### src/rtl/pipe_pkg.sv
// rtl/pipe_pkg.sv - shared pipeline types, defaults and width helpers
// Purpose: common definitions for the hazard scoreboard and its comparator.
// Contents: NOP encoding, tag_entry_t stage record, default NREG/DEPTH,
//           tag/select width helpers.
package pipe_pkg;

    localparam logic [15:0] NOP       = 16'h0800;
    localparam int          DEF_NREG  = 8;
    localparam int          DEF_DEPTH = 3;

    // Stage records carry a fixed-width tag so the struct is NREG-independent;
    // narrower register tags are zero-extended into it.
    localparam int          TAG_MAX   = 8;

    typedef struct packed {
        logic               v;
        logic               wr;
        logic               ld;
        logic [TAG_MAX-1:0] ws;
    } tag_entry_t;

    function automatic int tag_w(input int nreg);
        return (nreg > 1) ? $clog2(nreg) : 1;
    endfunction

    function automatic int sel_w(input int depth);
        return $clog2(depth + 1);
    endfunction

endpackage

### src/rtl/sb_match.sv
// rtl/sb_match.sv - compare one source tag against every in-flight stage
// Purpose: combinational RAW detector for a single decode-stage source.
// Ports: valid/used/src   - decode-stage source request
//        entries          - stage records, index 0 = EX (youngest)
//        match            - per-stage hit vector
//        sel              - 1 + index of youngest hit, 0 when none
//        any              - at least one hit
//        load_use         - youngest hit is a load sitting in EX
module sb_match
    import pipe_pkg::*;
#(
    parameter  int NREG  = DEF_NREG,
    parameter  int DEPTH = DEF_DEPTH,
    localparam int RW    = tag_w(NREG),
    localparam int SW    = sel_w(DEPTH)
) (
    input  logic                   valid,
    input  logic                   used,
    input  logic [RW-1:0]          src,
    input  tag_entry_t [DEPTH-1:0] entries,
    output logic [DEPTH-1:0]       match,
    output logic [SW-1:0]          sel,
    output logic                   any,
    output logic                   load_use
);

    logic [TAG_MAX-1:0] src_ext;
    logic               youngest_ld;

    assign src_ext = TAG_MAX'(src);

    // Walk oldest to youngest so the last hit written is the youngest one.
    always_comb begin
        match       = '0;
        sel         = '0;
        youngest_ld = 1'b0;
        for (int i = DEPTH - 1; i >= 0; i--) begin
            if (valid && used && entries[i].v && entries[i].wr &&
                (entries[i].ws == src_ext)) begin
                match[i]    = 1'b1;
                sel         = SW'(i + 1);
                youngest_ld = entries[i].ld;
            end
        end
    end

    assign any      = |match;
    assign load_use = match[0] & youngest_ld;

endmodule

### src/rtl/hazard_scoreboard.sv
// rtl/hazard_scoreboard.sv - RAW hazard scoreboard beside the decode stage
// Purpose: tracks in-flight register writes in a DEPTH-entry tag pipeline
//          (EX..WB), raises stall on RAW hazards, selects bypass sources.
// Build option: define HAZARD_SB_FWD_EN to enable forwarding (stall only on
//          load-use); otherwise any pending-write match stalls.
// Ports: clk, rst (async, active high)
//        id_valid, id_rs1/2, id_rs1/2_used, id_ws, id_wr, id_ld, flush
//        stall, fwd_sel1/2 (0 = RF, k = stage k-1), busy_vec, stall_count
module hazard_scoreboard
    import pipe_pkg::*;
#(
    parameter  int NREG  = DEF_NREG,
    parameter  int DEPTH = DEF_DEPTH,
    parameter  int CW    = 16,
    localparam int RW    = tag_w(NREG),
    localparam int SW    = sel_w(DEPTH)
) (
    input  logic          clk,
    input  logic          rst,
    input  logic          id_valid,
    input  logic [RW-1:0] id_rs1,
    input  logic [RW-1:0] id_rs2,
    input  logic          id_rs1_used,
    input  logic          id_rs2_used,
    input  logic [RW-1:0] id_ws,
    input  logic          id_wr,
    input  logic          id_ld,
    input  logic          flush,
    output logic          stall,
    output logic [SW-1:0] fwd_sel1,
    output logic [SW-1:0] fwd_sel2,
    output logic [NREG-1:0] busy_vec,
    output logic [CW-1:0] stall_count
);

    localparam int CNTW = SW;

    tag_entry_t [DEPTH-1:0] stage;
    tag_entry_t             issue_entry;
    tag_entry_t             retire;
    logic [CNTW-1:0]        cnt [NREG];
    logic [NREG-1:0]        inc_vec;
    logic [NREG-1:0]        dec_vec;
    logic                   issue;
    logic                   ld_in;

    logic [DEPTH-1:0]       unused_match1;
    logic [DEPTH-1:0]       unused_match2;
    logic [SW-1:0]          sel1;
    logic [SW-1:0]          sel2;
    logic                   any1;
    logic                   any2;
    logic                   lu1;
    logic                   lu2;
    logic                   unused_fwd;

    sb_match #(.NREG(NREG), .DEPTH(DEPTH)) u_match_rs1 (
        .valid    (id_valid),
        .used     (id_rs1_used),
        .src      (id_rs1),
        .entries  (stage),
        .match    (unused_match1),
        .sel      (sel1),
        .any      (any1),
        .load_use (lu1)
    );

    sb_match #(.NREG(NREG), .DEPTH(DEPTH)) u_match_rs2 (
        .valid    (id_valid),
        .used     (id_rs2_used),
        .src      (id_rs2),
        .entries  (stage),
        .match    (unused_match2),
        .sel      (sel2),
        .any      (any2),
        .load_use (lu2)
    );

`ifdef HAZARD_SB_FWD_EN
    assign stall      = lu1 | lu2;
    assign fwd_sel1   = sel1;
    assign fwd_sel2   = sel2;
    assign ld_in      = id_ld;
    assign unused_fwd = ^{any1, any2};
`else
    // Stage DEPTH-1 is included: the RF does not bypass a same-cycle WB write.
    assign stall      = any1 | any2;
    assign fwd_sel1   = '0;
    assign fwd_sel2   = '0;
    assign ld_in      = 1'b0;
    assign unused_fwd = ^{sel1, sel2, lu1, lu2, id_ld};
`endif

    // flush kills the decode instruction even when it is also stalled.
    assign issue  = id_valid & ~stall & ~flush;
    assign retire = stage[DEPTH-1];

    always_comb begin
        issue_entry    = '0;
        issue_entry.v  = 1'b1;
        issue_entry.wr = id_wr;
        issue_entry.ld = ld_in;
        issue_entry.ws = TAG_MAX'(id_ws);
    end

    always_ff @(posedge clk or posedge rst) begin
        if (rst) begin
            stage <= '0;
        end else begin
            stage[0] <= issue ? issue_entry : '0;
            for (int i = 1; i < DEPTH; i++) begin
                stage[i] <= stage[i-1];
            end
        end
    end

    always_comb begin
        inc_vec = '0;
        dec_vec = '0;
        for (int r = 0; r < NREG; r++) begin
            inc_vec[r] = issue & id_wr & (id_ws == RW'(r));
            dec_vec[r] = retire.v & retire.wr & (retire.ws == TAG_MAX'(r));
        end
    end

    // Simultaneous issue and retire to one register cancel out.
    always_ff @(posedge clk or posedge rst) begin
        if (rst) begin
            for (int r = 0; r < NREG; r++) begin
                cnt[r] <= '0;
            end
        end else begin
            for (int r = 0; r < NREG; r++) begin
                if (inc_vec[r] && !dec_vec[r] && (cnt[r] != CNTW'(DEPTH))) begin
                    cnt[r] <= cnt[r] + CNTW'(1);
                end else if (dec_vec[r] && !inc_vec[r] && (cnt[r] != '0)) begin
                    cnt[r] <= cnt[r] - CNTW'(1);
                end
            end
        end
    end

    always_comb begin
        busy_vec = '0;
        for (int r = 0; r < NREG; r++) begin
            busy_vec[r] = (cnt[r] != '0);
        end
    end

    always_ff @(posedge clk or posedge rst) begin
        if (rst) begin
            stall_count <= '0;
        end else if (stall && !flush && (stall_count != '1)) begin
            stall_count <= stall_count + CW'(1);
        end
    end

endmodule

### config.mk
export PLATFORM = sky130hd
export DESIGN_NAME = hazard_scoreboard
export DESIGN_NICKNAME = d
export VERILOG_FILES = /design/src/rtl/pipe_pkg.sv /design/src/rtl/sb_match.sv /design/src/rtl/hazard_scoreboard.sv
export SDC_FILE = /design/constraint.sdc
export NUM_CORES = 1
export LEC_CHECK = 0
export CAP_MARGIN = 20
export CORE_ASPECT_RATIO = 2
export CORE_MARGIN = 10
export CORE_UTILIZATION = 57
export DETAILED_ROUTE_END_ITERATION = 10
export GPL_ROUTABILITY_DRIVEN = 0
export HOLD_SLACK_MARGIN = 0.15
export PLACE_DENSITY_LB_ADDON = 0.3
export SETUP_SLACK_MARGIN = 0.4
export SLEW_MARGIN = 40
export SYNTH_ARGS = -nofsm -noshare
export SYNTH_HDL_FRONTEND = slang
export SYNTH_SLANG_ARGS = --single-unit
### constraint.sdc
create_clock -name clk -period 6.15 [get_ports clk]
set_input_delay 0.615 -clock clk [delete_from_list [all_inputs] [get_ports clk]]
set_output_delay 0.615 -clock clk [all_outputs]
set_load 0.05 [all_outputs]
==> run metrics <==
status finished clean; vias per inst between 5 and 6; slowest stage delay, CP between 700 and 800 ps; hold-fix buffers at CTS 0; crit-path leading delay family buffers and inverters; register area between 0.001 and 0.0015 mm2; Mapped Cells ~270; R2R Setup Slk 3630 ps; Lkg Pwr between 1 and 1.5 nW; CTS root buf clkbuf_8; CP bufs+invs 3; number of antenna repair diodes 0; Synth area leader dfrtp_1; Initial DRC Count 90; Core Area 0.00438 mm2; row cnt 34; first-pass GRT wire length between 10000 and 15000 um; post-synth cell types 46; Design Area, Final ~0.0031 mm2; Slew Limit Headroom 61.0%; Non-Filler Instances 360; layout overhead on the synthesized area 19.8%; setup_tns 0 ps; Final setup viols 0; grt ovf 0; crit path launch type input port; Synth warnings 0; Initial Util between 50% and 60%; Skew-Pair Late Insertion Delay 300 ps; antenna violations before repair 0; min cycle time layout between 4000 and 5000 ps; most frequent cell after synthesis dfrtp_1; IO Count 46; synth top area cells dfrtp_1 45%, xor2_1 7.8%, nand2_1 3.9%; top-area cell type share of the netlist area between 40% and 50%; synthesized area ~0.0026 mm2; Post-synth EDFFs 0; pin count of the biggest net entering global routing 48; Num CTS Buffers 5; drt pass-1 iters 4; PwrDens roughly 200 mW/mm2; DRC errors left 0; Fill cells between 300 and 400; CTS tree yes; CP max FO 10; total chip power a little over 0.6 mW; Fin. Hold Viols 0; dominant synthesized flop cell dfrtp_1; placed inst area around 0.003 mm2; slowest cell on the critical path clkdlybuf4s50_1; Buffers on Ports 40; sequential-to-total area share from yosys stat about 45%; layout cells sized above 1 7.52%; # nets final about 320; vias in the first global route about 2.3k; Slew Limit Fails 0; post-CTS setup buffer count 0; fin crit share roughly 66%; worst path cell trace clkdlybuf4s50_1 -> xor2_1 -> nor4_1 -> nor4_4 -> and2_0 -> inv_2 -> clkdlybuf4s50_1; Max-Cap Viols 0; critical path type in2out; worst path required time ~5500 ps; Post-Syn Area per Cell between 9 and 10 um2; post-placement cell count 352; Max Freq 0.248 GHz; Setup Skew roughly 5 ps; Die Span X 67.7 um; H-tree depth 2; WP data arrival about 3400 ps; Die Area between 0.007 and 0.008 mm2; Critical Path Most Common Cell clkdlybuf4s50_1; post-route ant nets 0; Peak supply drop just over 0.0002 V; Clock transition at path regs around 80 ps; asr flop ratio synth between 90% and 100%; CTS Buffer Depth 2; Post-synth top cells 47 x dfrtp_1, 27 x nand2_1, 23 x xor2_1; Worst-Margin Slew about 580 ps; post-layout util approximately 71%; Worst Setup End Kind output port; Routed WL 6110 um; area occupied by multi-input gates between 0.001 and 0.0015 mm2; worst hold path class reg2reg; hpwl dp about 4600 um; die height between 100 and 150 um; via count about 2.1k; RSZ-0062 raised after global routing false; clock sinks 47; Seq cells post-synth 47; Total GRT Usage ~17%; Resize count post-CTS 0; wire length per cell between 15 and 20 um
[report_power, final]
group          leakage [nW]  internal [mW]  switching, mW
combinational         0.695         0.0304         0.0452
clock                0.0515          0.103          0.103
sequential            0.585          0.323         0.0192
[flip-flops by register name, summed over array words and instances, names as in the netlist]
register     flops
cnt             16
stall_count     16
stage           10
retire           5
[stage by stage]
stage	setup WS [ps]	hold slack [ps]
after floorplan	3550	374
after global placement	2190	385
after detailed placement	2180	392
after CTS	2160	409
after global routing	2030	427
final	2110	408
[cells by family after synthesis]
logic type	Yosys count	synth area share, %
compound gates	36	8.70
xor+xnor	34	11.5
fa+ha+maj	1	0.483
buf+inv	18	3.82
flops	47	45.4
mux	9	3.72
other cells	1	0.145
simple gates	119	26.2
[cell usage in the layout (no fill, tap or decap), drive strengths merged, types with 2 or more instances in the layout]
master	instances
nor3b	4
xnor2	11
and2	4
dfrtp	47
mux2i	7
clkbuf	8
or4	2
or2	7
and4	4
nor3	9
clkdlybuf4s50	40
or3	2
inv	8
nand2	27
a221oi	2
nand4	13
xor2	23
a21oi	13
nor2b	2
o21ai	12
nor4	7
and3	9
nand3	10
a21o	3
nor2	11
conb	4
mux2	2
nand3b	6
[layout make-up]
cell class | count | share of cell area (%)
Inverter | 8 | 1.05
Clock buffer | 8 | 3.23
Timing Repair Buffer | 40 | 12.9
Tap cell | 54 | 2.18
Multi-Input combinational cell | 203 | 42.7
Sequential cell | 47 | 37.9
[per-layer routing]
| layer | wire length [um] | track usage [%] |
|---|---|---|
| met2 | 3330 | 29.9 |
| met3 | 366 | 4.39 |
| met4 | 241 | 9.64 |
| met5 | 0 | 0 |
| met1 | 2170 | 16.9 |
[path summary, 6_finish.rpt]
check,from,end,cells after the start
worst max-delay path,id_rs2[2],stall,7
worst min-delay path,stage[20],retire[9],0
worst max register to register,retire[0],cnt[12],6
worst min register to register,stage[20],retire[9],0
max in group asynchronous,rst,stall_count[15],2
min in group asynchronous,rst,stall_count[7],2
Note: power is estimated with default switching activity, not from simulation.
